File: config.mk
export PLATFORM = sky130hd
export DESIGN_NAME = truth_table_capture
export DESIGN_NICKNAME = d
export VERILOG_FILES = /design/src/rtl/truth_table_capture_pkg.sv /design/src/rtl/truth_table_capture_settle_counter.sv /design/src/rtl/truth_table_capture.sv
export SDC_FILE = /design/constraint.sdc
export NUM_CORES = 1
export LEC_CHECK = 0
export ABC_AREA = 1
export BUFFER_PORTS_ARGS = -buffer_cell sky130_fd_sc_hd__buf_4
export CAP_MARGIN = 20
export CORE_ASPECT_RATIO = 0.6
export CORE_MARGIN = 4
export CORE_UTILIZATION = 25
export CTS_CLUSTER_DIAMETER = 150
export DETAILED_ROUTE_END_ITERATION = 10
export HOLD_SLACK_MARGIN = 0.1
export PLACE_DENSITY_LB_ADDON = 0.1
export RECOVER_POWER = 50
export SYNTH_ARGS = -nofsm -noshare
export SYNTH_HDL_FRONTEND = slang
export SYNTH_HIERARCHICAL = 1
export SYNTH_SLANG_ARGS = --single-unit
File: constraint.sdc
create_clock -name clk -period 1.8 [get_ports clk]
set_clock_uncertainty 0.1 [all_clocks]
set_input_delay 0.09 -clock clk [delete_from_list [all_inputs] [get_ports clk]]
set_output_delay 0.09 -clock clk [all_outputs]
set_load 0.1 [all_outputs]
File: src/rtl/truth_table_capture_pkg.sv
// Shared definitions for the truth-table capture block: FSM encoding,
// sweep geometry and the saturating mismatch increment.
package truth_table_capture_pkg;

    localparam int VEC_COUNT = 16;
    localparam int IDX_W     = 4;
    localparam int CNT_W     = 8;
    localparam int MM_W      = 5;

    localparam logic [IDX_W-1:0] LAST_IDX = IDX_W'(VEC_COUNT - 1);
    localparam logic [MM_W-1:0]  MM_MAX   = MM_W'(VEC_COUNT);

    typedef enum logic [2:0] {
        ST_IDLE,
        ST_DRIVE,
        ST_SETTLE,
        ST_SAMPLE,
        ST_FINISH
    } state_t;

    // Mismatch counter never exceeds the number of vectors.
    function automatic logic [MM_W-1:0] sat_inc(input logic [MM_W-1:0] v);
        return (v >= MM_MAX) ? MM_MAX : v + MM_W'(1);
    endfunction

endpackage

File: src/rtl/truth_table_capture_settle_counter.sv
// Loadable down-counter with a zero flag; times the settle window.
module truth_table_capture_settle_counter
    import truth_table_capture_pkg::*;
#(
    parameter int W = CNT_W
) (
    input  logic         clk,
    input  logic         rst_n,
    input  logic         load,
    input  logic         dec,
    input  logic [W-1:0] load_val,
    output logic         zero
);

    logic [W-1:0] count;

    // Load has priority; decrement stops at zero.
    always_ff @(posedge clk) begin
        if (!rst_n) begin
            count <= '0;
        end else if (load) begin
            count <= load_val;
        end else if (dec && (count != '0)) begin
            count <= count - W'(1);
        end
    end

    assign zero = (count == '0);

endmodule

File: src/rtl/truth_table_capture.sv
// Sweeps all 16 input vectors of a 4-input function, captures its output
// per vector and compares the captured table against a golden table.
//
// state     | meaning
// ----------+-----------------------------------------------------------
// ST_IDLE   | waiting for start; stimulus holds last vector
// ST_DRIVE  | register current index onto the stimulus rails
// ST_SETTLE | wait SETTLE_CYCLES-1 cycles for the function to settle
// ST_SAMPLE | capture f_in into table_out[index], count mismatches
// ST_FINISH | pulse done, publish pass, return to idle
module truth_table_capture
    import truth_table_capture_pkg::*;
#(
    parameter int SETTLE_CYCLES = 4
) (
    input  logic                clk,
    input  logic                rst_n,
    input  logic                start,
    input  logic [VEC_COUNT-1:0] expected,
    input  logic                f_in,
    output logic                a,
    output logic                b,
    output logic                c,
    output logic                d,
    output logic                not_a,
    output logic                not_b,
    output logic                not_c,
    output logic                not_d,
    output logic                busy,
    output logic                done,
    output logic                pass,
    output logic [VEC_COUNT-1:0] table_out,
    output logic [MM_W-1:0]     mismatch_count
);

    // Counter is loaded on leaving DRIVE; SETTLE then lasts load+1 cycles.
    localparam logic [CNT_W-1:0] SETTLE_LOAD =
        (SETTLE_CYCLES >= 2) ? CNT_W'(SETTLE_CYCLES - 2) : '0;
    localparam bit SKIP_SETTLE = (SETTLE_CYCLES <= 1);

    state_t                 state;
    logic [IDX_W-1:0]       idx;
    logic [VEC_COUNT-1:0]   exp_q;
    logic                   settle_zero;

    truth_table_capture_settle_counter #(
        .W (CNT_W)
    ) u_settle_counter (
        .clk      (clk),
        .rst_n    (rst_n),
        .load     (state == ST_DRIVE),
        .dec      (state == ST_SETTLE),
        .load_val (SETTLE_LOAD),
        .zero     (settle_zero)
    );

    // Complement rails follow the registered true rails directly.
    assign not_a = ~a;
    assign not_b = ~b;
    assign not_c = ~c;
    assign not_d = ~d;

    // Sweep sequencer; every output is registered here.
    always_ff @(posedge clk) begin
        if (!rst_n) begin
            state          <= ST_IDLE;
            idx            <= '0;
            exp_q          <= '0;
            {a, b, c, d}   <= 4'b0000;
            busy           <= 1'b0;
            done           <= 1'b0;
            pass           <= 1'b0;
            table_out      <= '0;
            mismatch_count <= '0;
        end else begin
            done <= 1'b0;
            case (state)
                ST_IDLE: begin
                    if (start) begin
                        exp_q          <= expected;
                        table_out      <= '0;
                        mismatch_count <= '0;
                        pass           <= 1'b0;
                        idx            <= '0;
                        busy           <= 1'b1;
                        state          <= ST_DRIVE;
                    end
                end
                ST_DRIVE: begin
                    {a, b, c, d} <= idx;
                    state        <= SKIP_SETTLE ? ST_SAMPLE : ST_SETTLE;
                end
                ST_SETTLE: begin
                    if (settle_zero) begin
                        state <= ST_SAMPLE;
                    end
                end
                ST_SAMPLE: begin
                    table_out[idx] <= f_in;
                    if (f_in != exp_q[idx]) begin
                        mismatch_count <= sat_inc(mismatch_count);
                    end
                    if (idx == LAST_IDX) begin
                        state <= ST_FINISH;
                    end else begin
                        idx   <= idx + IDX_W'(1);
                        state <= ST_DRIVE;
                    end
                end
                ST_FINISH: begin
                    done  <= 1'b1;
                    pass  <= (mismatch_count == '0);
                    busy  <= 1'b0;
                    state <= ST_IDLE;
                end
                default: begin
                    busy  <= 1'b0;
                    state <= ST_IDLE;
                end
            endcase
        end
    end

endmodule

==> reports/metrics.cfg <==
[timing]
finalMaxSlewViolations=0
hold_viol=0
slew_headroom_pct=63.5
period_needed_ns=1.69
finalSetupViolCount=0
worst-slew-pin-transition_ns=0.549
fin_crit_sh_pct=93.9
clock.fmax_mhz=592

[logic_synthesis]
syn_avg_cell_area_um2=7.04
synthArstFlopShare_pct=0
yosysWarnings=6
ys.flop_type=dfxtp_1
yosysSeqAreaShare_pct=39.4
ys_types=38
netlist_area_um2=3000
synth_cells=426
synth-edff-count=0
ys_seq_elements=59

[power]
p_switching_mw=1.93
power_density_nw_per_um2=1210
vdd_ir_drop_max_mv=0.477
combPwrFrac_pct=35.2
leakagePower_nw=1.79
total_power_mw=4.91
p_seq_share_pct=32.5
swShare_pct=39.3
p_int_mw=2.98
clockPowerShare_pct=32.3

[critical_path]
worstPathArrival_ns=1.81
worstSetupEndpointType=register
crit_path_start_kind=register
path_class=register to register
required_ns=1.92
cp_max_fo=4

[drt]
dr.pass1.iters=5
vias=2891
wire_per_inst_um=12.6
drtAntennaViolNets=0
via_per_inst=4.25
route.detailed.drc=0
wl_mm=8.54
drt_iter0_drc=146

[outcome]
status=completed

[final_layout]
antennaDiodeCount=0
seq_area_um2=1190
layout_common_cells=nand2_1, dfxtp_1, inv_1, nand3_1, nor2_1
n_fill_cell=1280
syn_to_final_growth_pct=35.7
final_common_cell=nand2_1
layout.nets=543
drive_gt1_share_pct=23.5
multi_input_area_um2=1550
layout.cells.non_filler=680

[grt]
grt_use_total_pct=13.1
grt_max_degree=33
grt_pass1_wl_mm=14.2
grt_pass1_vias=2777
antenna_found_initial=0
grt_overflow_total=0

[placement]
portBuffers=51
place.gp.congestion=0.818
place_hpwl_mm=6.31
place_inst=644

[clocking]
clkTransAtPathRegs_ns=0.05
cts_max_level=3
clkSinkCount=59
numCtsBuffers=9
cts_tree=done
clock_path_buffers=2
clockRootBuffer=clkbuf_16
clock_latency_ns=0.32

[die]
die_y_um=92.9
rows=30
die_area_um2=13900
ioPinCount=52
die_x_um=149
design.core.area_um2=11500
start_util_pct=26.0

[flow_run]
maxCapViolCount=0

[min_path]
worstHoldPathType=register to register

[critical path, stage by stage, from the launching register on]
cell and delay (ns):
dfxtp_2 0.34, buf_4 0.16, ha_1 0.23, inv_2 0.07, nor2_1 0.04, inv_1 0.11, nor2_4 0.05, inv_2 0.09
nand3_4 0.07, nor3_2 0.12, xor2_1 0.15, nor2_1 0.05
[layer usage]
layer	global-route usage, %	vias to the layer above	part of all wire [%]
met5	0	-	0
met4	3.66	0	0.96
met3	4.16	8	4.4
met2	17.0	55	36
met1	20.2	1274	59
li1	-	1554	-
[cells by family after synthesis]
| kind of cell | synth area share, % |
|---|---|
| AOI/OAI and AO/OA | 14.6 |
| muxes | 0.334 |
| xor gates and xnor gates | 0.876 |
| DFF | 39.4 |
| and+or+nand+nor | 31.1 |
| adders and majority gates | 3.34 |
| buffers and inverters | 10.1 |
| other | 0.250 |
[power groups by stage]
stage,logic [mW],clock network [mW],registers [mW]
global route,1.93,1.69,1.62
global placement,1.72,0,1.62
finish,1.73,1.58,1.60
floorplan,1.09,0,1.86
detailed placement,1.72,0,1.62
CTS,1.76,1.63,1.60
[final cells by class]
class | instances | area share (%)
Multi-Input combinational cell | 298 | 38.0
Tap cell | 160 | 4.92
Sequential cell | 59 | 29.2
Clock inverter | 2 | 0.246
Timing Repair Buffer | 84 | 14.7
Inverter | 63 | 6.42
Clock buffer | 14 | 6.48
[worst paths after layout]
kind                            startpoint  endpoint  slack [ns]  cells past startpoint
worst min register to register    exp_q[3]  exp_q[3]        0.36                      2
worst min-delay path              exp_q[3]  exp_q[3]        0.36                      2
worst max register to register      idx[0]    idx[3]        0.11                     11
worst max-delay path                idx[0]    idx[3]        0.11                     11
[through the flow]
| stage | TNS, ns | setup slack, ns | utilization [%] | area [um^2] | hold WS, ns |
|---|---|---|---|---|---|
| floorplan | 0 | 0.100 | - | 3050 | 0.0876 |
| global placement | 0 | 0.0863 | 31.8 | 3660 | 0.275 |
| detailed placement | 0 | 0.0911 | 31.8 | 3660 | 0.280 |
| CTS | 0 | 0.0870 | 35.8 | 4130 | 0.360 |
| global route | -0.00165 | -0.00165 | 35.3 | 4070 | 0.390 |
| finish | 0 | 0.109 | 35.3 | 4070 | 0.363 |
[synth_stat cells (2+ instances only)]
master / n / share of area (%)
a21oi_1: 31 / 5.2
a22oi_1: 7 / 1.8
buf_6: 2 / 0.75
clkbuf_1: 9 / 1.1
conb_1: 2 / 0.25
dfxtp_1: 59 / 39
ha_1: 8 / 3.3
inv_1: 53 / 6.6
inv_2: 7 / 0.88
nand2_1: 84 / 11
nand2_2: 3 / 0.63
nand2_4: 3 / 1.1
nand3_1: 45 / 7.5
nand4_1: 3 / 0.63
nor2_1: 42 / 5.3
nor2_2: 2 / 0.42
nor2_4: 2 / 0.75
nor3_1: 3 / 0.50
nor3_2: 5 / 1.7
o21ai_0: 35 / 5.8
o21ai_1: 3 / 0.50
xor2_1: 2 / 0.58
[repair_timing]
item,4_1_cts,5_1_grt
hold buffers,19,0
endpoints found under the setup margin,0,13
endpoints found under the hold margin,38,0
buffers inserted,0,1
gates resized for setup,0,10
[state kept, by name, indices dropped and copies added (netlist names), 3 cells and up]
signal	cells
state	3
idx	4
u_settle_counter/count	8
exp_q	16
mismatch_count	5
table_out	16
No activity file was read; power rests on OpenSTA's default activity.
